--- config.mk ---
export PLATFORM = sky130hd
export DESIGN_NAME = prewish_mask_sender_flat
export DESIGN_NICKNAME = d
export VERILOG_FILES = /design/src/rtl/prewish_mask_sender_if.sv /design/src/rtl/prewish_mask_sender.sv /design/src/flat_wrapper.sv
export SDC_FILE = /design/constraint.sdc
export NUM_CORES = 1
export LEC_CHECK = 0
export CAP_MARGIN = 10
export CORE_MARGIN = 5
export CORE_UTILIZATION = 47
export DETAILED_ROUTE_END_ITERATION = 8
export MAX_ROUTING_LAYER = met4
export PLACE_DENSITY = 0.72
export SLEW_MARGIN = 20
export SYNTH_ARGS = -nofsm -noshare
export SYNTH_HDL_FRONTEND = slang
export SYNTH_SLANG_ARGS = --single-unit
--- constraint.sdc ---
create_clock -name CLK_I -period 4.8 [get_ports CLK_I]
set_input_delay 0.96 -clock CLK_I [delete_from_list [all_inputs] [get_ports CLK_I]]
set_output_delay 0.96 -clock CLK_I [all_outputs]
set_load 0.01 [all_outputs]
--- src/rtl/prewish_mask_sender_if.sv ---
// Handshake bundle between the mask sender (master) and the receiving blinky (slave).
// Signal names keep the external pin names of the sender.
interface prewish_mask_sender_if;
    logic       EN_I;
    logic       CLR_I;
    logic       ACK_I;
    logic       STB_O;
    logic [7:0] DAT_O;
    logic       BUSY_O;
    logic       ERR_O;
    logic       OVR_O;

    modport master (
        input  EN_I,
        input  CLR_I,
        input  ACK_I,
        output STB_O,
        output DAT_O,
        output BUSY_O,
        output ERR_O,
        output OVR_O
    );

    modport slave (
        output EN_I,
        output CLR_I,
        output ACK_I,
        input  STB_O,
        input  DAT_O,
        input  BUSY_O,
        input  ERR_O,
        input  OVR_O
    );
endinterface

--- src/rtl/prewish_mask_sender.sv ---
// Periodically offers a new 8-bit mask to a blinky and waits (bounded) for its ACK.
// Define PREWISH_MASK_LFSR_EN to source masks from an 8-bit LFSR instead of the fixed table.
module prewish_mask_sender #(
    parameter int NEWMASK_CLK_BITS = 26,
    parameter int ACK_TIMEOUT_BITS = 4
) (
    input  logic                 CLK_I,
    input  logic                 RST_I,
    prewish_mask_sender_if.master bus
);

    typedef enum logic {
        IDLE = 1'b0,
        SEND = 1'b1
    } state_t;

    state_t                        state_reg;
    logic [NEWMASK_CLK_BITS-1:0]   tick_cnt_reg;
    logic [ACK_TIMEOUT_BITS-1:0]   to_cnt_reg;
    logic                          stb_reg;
    logic [7:0]                    dat_reg;
    logic                          busy_reg;
    logic                          err_reg;
    logic                          ovr_reg;

    logic                          tick;
    logic                          to_expired;
    logic                          mask_adv;
    logic [7:0]                    mask_cur;

    assign tick       = &tick_cnt_reg;
    assign to_expired = &to_cnt_reg;
    // Only an accepted mask moves the source on; a timeout retries the same value.
    assign mask_adv   = (state_reg == SEND) && bus.ACK_I;

    always_ff @(posedge CLK_I or negedge RST_I) begin
        if (!RST_I) begin
            tick_cnt_reg <= '0;
        end else begin
            tick_cnt_reg <= tick_cnt_reg + 1'b1;
        end
    end

`ifdef PREWISH_MASK_LFSR_EN
    logic [7:0] lfsr_reg;
    logic       lfsr_fb;

    // Fibonacci form of x^8+x^6+x^5+x^4+1: maximal length, all-zero state unreachable.
    assign lfsr_fb  = lfsr_reg[7] ^ lfsr_reg[5] ^ lfsr_reg[4] ^ lfsr_reg[3];
    assign mask_cur = lfsr_reg;

    always_ff @(posedge CLK_I or negedge RST_I) begin
        if (!RST_I) begin
            lfsr_reg <= 8'hA5;
        end else if (mask_adv) begin
            lfsr_reg <= {lfsr_reg[6:0], lfsr_fb};
        end
    end
`else
    logic [1:0] idx_reg;

    always_comb begin
        mask_cur = 8'b10101000;
        case (idx_reg)
            2'd0: mask_cur = 8'b10101000;
            2'd1: mask_cur = 8'b11001010;
            2'd2: mask_cur = 8'b11110000;
            2'd3: mask_cur = 8'b10000000;
            default: mask_cur = 8'b10101000;
        endcase
    end

    always_ff @(posedge CLK_I or negedge RST_I) begin
        if (!RST_I) begin
            idx_reg <= 2'd0;
        end else if (mask_adv) begin
            idx_reg <= idx_reg + 2'd1;
        end
    end
`endif

    always_ff @(posedge CLK_I or negedge RST_I) begin
        if (!RST_I) begin
            state_reg  <= IDLE;
            to_cnt_reg <= '0;
            stb_reg    <= 1'b0;
            dat_reg    <= 8'h00;
            busy_reg   <= 1'b0;
            err_reg    <= 1'b0;
            ovr_reg    <= 1'b0;
        end else begin
            // Clear first so that any set below on the same edge takes priority.
            if (bus.CLR_I) begin
                err_reg <= 1'b0;
                ovr_reg <= 1'b0;
            end

            case (state_reg)
                IDLE: begin
                    if (tick && bus.EN_I) begin
                        state_reg  <= SEND;
                        stb_reg    <= 1'b1;
                        busy_reg   <= 1'b1;
                        dat_reg    <= mask_cur;
                        to_cnt_reg <= '0;
                    end
                end

                SEND: begin
                    if (tick) begin
                        ovr_reg <= 1'b1;
                    end
                    // ACK is checked before the timeout so a last-cycle ACK still succeeds.
                    if (bus.ACK_I) begin
                        state_reg <= IDLE;
                        stb_reg   <= 1'b0;
                        busy_reg  <= 1'b0;
                    end else if (to_expired) begin
                        state_reg <= IDLE;
                        stb_reg   <= 1'b0;
                        busy_reg  <= 1'b0;
                        err_reg   <= 1'b1;
                    end else begin
                        to_cnt_reg <= to_cnt_reg + 1'b1;
                    end
                end

                default: begin
                    state_reg <= IDLE;
                    stb_reg   <= 1'b0;
                    busy_reg  <= 1'b0;
                end
            endcase
        end
    end

    assign bus.STB_O  = stb_reg;
    assign bus.DAT_O  = dat_reg;
    assign bus.BUSY_O = busy_reg;
    assign bus.ERR_O  = err_reg;
    assign bus.OVR_O  = ovr_reg;

endmodule

--- src/flat_wrapper.sv ---
// flat-port wrapper written by rule: the top's interface ports become plain ports
module prewish_mask_sender_flat 
#(
    parameter int NEWMASK_CLK_BITS = 26,
    parameter int ACK_TIMEOUT_BITS = 4
)
  (CLK_I, RST_I, bus_EN_I, bus_CLR_I, bus_ACK_I, bus_STB_O, bus_DAT_O, bus_BUSY_O, bus_ERR_O, bus_OVR_O);
  prewish_mask_sender_if bus_i ();
  input  logic CLK_I;
  input  logic RST_I;
  input wire logic [$bits(bus_i.EN_I)-1:0] bus_EN_I;
  input wire logic [$bits(bus_i.CLR_I)-1:0] bus_CLR_I;
  input wire logic [$bits(bus_i.ACK_I)-1:0] bus_ACK_I;
  output wire logic [$bits(bus_i.STB_O)-1:0] bus_STB_O;
  output wire logic [$bits(bus_i.DAT_O)-1:0] bus_DAT_O;
  output wire logic [$bits(bus_i.BUSY_O)-1:0] bus_BUSY_O;
  output wire logic [$bits(bus_i.ERR_O)-1:0] bus_ERR_O;
  output wire logic [$bits(bus_i.OVR_O)-1:0] bus_OVR_O;
  assign bus_i.EN_I = bus_EN_I;
  assign bus_i.CLR_I = bus_CLR_I;
  assign bus_i.ACK_I = bus_ACK_I;
  assign bus_STB_O = bus_i.STB_O;
  assign bus_DAT_O = bus_i.DAT_O;
  assign bus_BUSY_O = bus_i.BUSY_O;
  assign bus_ERR_O = bus_i.ERR_O;
  assign bus_OVR_O = bus_i.OVR_O;
  prewish_mask_sender #(.NEWMASK_CLK_BITS(NEWMASK_CLK_BITS), .ACK_TIMEOUT_BITS(ACK_TIMEOUT_BITS)) u_core (.CLK_I(CLK_I), .RST_I(RST_I), .bus(bus_i));
endmodule
==> flow_metrics.env <==
export IMPL_max_slew_margin_rel_pct=39.3
export IMPL_ys_warn_count=0
export IMPL_cts_resized=0
export IMPL_layout_commonest_cell="dfrtp_1"
export IMPL_n_antenna_cell=0
export IMPL_period_needed_ps=2460
export IMPL_timing_rr_end="u_core.bus.DAT_O[6]"
export IMPL_grt_max_degree=43
export IMPL_avgSynthCellArea_um2=11.4
export IMPL_path_delay_family="simple AND/OR/NAND/NOR gates"
export IMPL_cts_root_buf="clkbuf_8"
export IMPL_cp_start_kind="register"
export IMPL_synth_area_um2=1910
export IMPL_reg2reg_from="u_core.tick_cnt_reg[0]"
export IMPL_slew_viol_final=0
export IMPL_hold_buffers=0
export IMPL_die_h_um=73.7
export IMPL_finalHoldViolCount=0
export IMPL_post_cts_setup_buffer_count=0
export IMPL_finClkSkew_ps=7.55
export IMPL_numClockSinks=42
export IMPL_rsz0062_at_grt="false"
export IMPL_path_buf_inv=0
export IMPL_fillers=335
export IMPL_reg2regPathDepth=5
export IMPL_ys_ff_latch=42
export IMPL_drive_above_1_share_pct=9.73
export IMPL_clk_transition_reported_paths_ps=80
export IMPL_synthCells=167
export IMPL_peakVddDrop_uv=227
export IMPL_crit_chain="ha_1, nand3_2, or4_1, nor4_4, mux2_2"
export IMPL_syn_to_final_growth_pct=14.6
export IMPL_grt_pass1_wl_um=5680
export IMPL_crit_path_end_kind="register"
export IMPL_die_area_um2=5430
export IMPL_firstDrtPassIters=4
export IMPL_hpwl_um=2300
export IMPL_outcome="finished clean"
export IMPL_via_count=1240
export IMPL_p_per_area_nw_per_um2=293
export IMPL_antenna_left=0
export IMPL_hold_end="u_core.tick_cnt_reg[23]"
export IMPL_use_met3_pct=3.56
export IMPL_initial_core_util_pct=48.0
export IMPL_drt_iter0_drc=48
export IMPL_die_x_um=73.7
export IMPL_drc_errors=0
export IMPL_hold_depth=1
export IMPL_ys_seq_area_share_pct=55.1
export IMPL_period_share_pct=51.2
export IMPL_power_w=0.000641
export IMPL_track_usage_pct=14.1
export IMPL_busiest_layer="met2"
export IMPL_layout_common_cells="dfrtp_1, xnor2_1, nand2_1"
export IMPL_tightest_slew_ps=902
export IMPL_wirelength_um=3230
export IMPL_slowest_delay_ps=590
export IMPL_min_from="u_core.tick_cnt_reg[23]"
export IMPL_gr_total_overflow=0
export IMPL_r2r_slack_ps=2340
export IMPL_setup_violations=0
export IMPL_nNetsFinal=194
export IMPL_insertion_delay_ps=290
export IMPL_worstSetupPathType="reg -> reg"
export IMPL_max_freq_mhz=407
export IMPL_numCtsBuffers=5
export IMPL_met2_usage_pct=22.3
export IMPL_clockBufferDepth=2
export IMPL_path_max_fanout=9
export IMPL_h_tree_depth=2
export IMPL_grt_pass1_vias=1320
export IMPL_gr_usage_met1_pct=16.7
export IMPL_num_rows=23
export IMPL_cpMaxStageDelayCell="nor4_4"
export IMPL_hp_class="reg -> reg"
export IMPL_cts_tree="done"
export IMPL_io_buffers=14
export IMPL_antenna_found_initial=0
export IMPL_leakagePower_nw=0.978
export IMPL_worstPathArrival_ps=2640
export IMPL_maxCapViolCount=0
export IMPL_ys_types=33
export IMPL_tns_ps=0
export IMPL_worstPathRequired_ps=4980
export IMPL_gp_congestion=0.816
export IMPL_viasPerCell=5.28
export IMPL_largest_register_ffs=26
export IMPL_core_area_um2=3970
export IMPL_wire_per_inst_um=13.7
export IMPL_ioPinCount=17
==> metal layers <==
| layer | part of all wire (%) | wire [um] |
|---|---|---|
| met2 | 50 | 1610 |
| met1 | 45 | 1440 |
| met3 | 3.7 | 119 |
| met5 | 0 | 0 |
| met4 | 1.8 | 57 |
==> power breakdown <==
part                       switching, W  total [W]  internal, W
Combinational                0.00000898  0.0000122   0.00000323
Sequential     0.0000000000000000000321   0.000353     0.000353
Clock                          0.000120   0.000275     0.000155
==> worst max-delay path by stage <==
stage	from	end	slack [ps]	cells past startpoint
6_report	u_core.tick_cnt_reg[0]	u_core.bus.DAT_O[6]	2340	5
5_1_grt	u_core.tick_cnt_reg[0]	u_core.bus.DAT_O[6]	2180	5
4_1_cts	u_core.tick_cnt_reg[0]	u_core.bus.DAT_O[6]	2320	5
3_5_place_dp	bus_EN_I	u_core.bus.DAT_O[6]	2210	4
3_3_place_gp	bus_EN_I	u_core.bus.DAT_O[1]	2260	4
2_1_floorplan	u_core.tick_cnt_reg[0]	u_core.bus.DAT_O[1]	2630	6
==> cell usage after synthesis, drive strengths merged <==
library cell	count	area, um2
xor2	9	78.8
dfrtp	42	1050
or4	1	7.51
clkdlybuf4s15	1	10.0
a31oi	1	6.26
mux2i	3	30.0
xnor2	17	149
a21o	1	8.76
nand2	15	56.3
o21ai	3	15.0
nor2b	1	6.26
nand3	12	65.1
buf	4	27.5
or2	1	6.26
and4	3	26.3
mux2	5	56.3
o32ai	1	8.76
nor3	5	25.0
nor2	7	26.3
nand4	9	56.3
and3	1	6.26
inv	8	30.0
nand2b	3	18.8
nor4	4	40.0
and4b	1	10.0
and2	1	6.26
a21oi	1	5.00
a2bb2oi	1	8.76
conb	1	3.75
ha	5	62.6
==> kinds of logic after synthesis <==
| kind of cell | Yosys count | share of synthesized area, % |
|---|---|---|
| and+or+nand+nor | 64 | 18.7 |
| muxes | 8 | 4.52 |
| DFF | 42 | 55.1 |
| buffers and inverters | 13 | 3.54 |
| other | 1 | 0.197 |
| xor gates and xnor gates | 26 | 11.9 |
| adders and majority gates | 5 | 3.28 |
| AOI/OAI and AO/OA | 8 | 2.75 |
==> per-stage QoR <==
stage               std cells  hold slack, ps  cell area [um2]  setup slack, ps  utilization, %
global placement          227             452             2070             2260            52.2
finish                    235             479             2190             2340            55.0
global route              235             500             2190             2180            55.0
CTS                       235             484             2190             2320            55.0
detailed placement        227             471             2070             2210            52.2
floorplan                 168             439             1910             2630               -
==> area by class of cell <==
| cell class | instances | area, um2 | share of cell area, % |
|---|---|---|---|
| Clock buffer | 5 | 68.8 | 3.15 |
| Clock inverter | 3 | 45.0 | 2.06 |
| Inverter | 8 | 30.0 | 1.37 |
| Multi-Input combinational cell | 113 | 793 | 36.3 |
| Sequential cell | 42 | 1050 | 48.1 |
| Tap cell | 50 | 62.6 | 2.86 |
| Timing Repair Buffer | 14 | 135 | 6.18 |
Note: power is estimated with default switching activity, not from simulation.
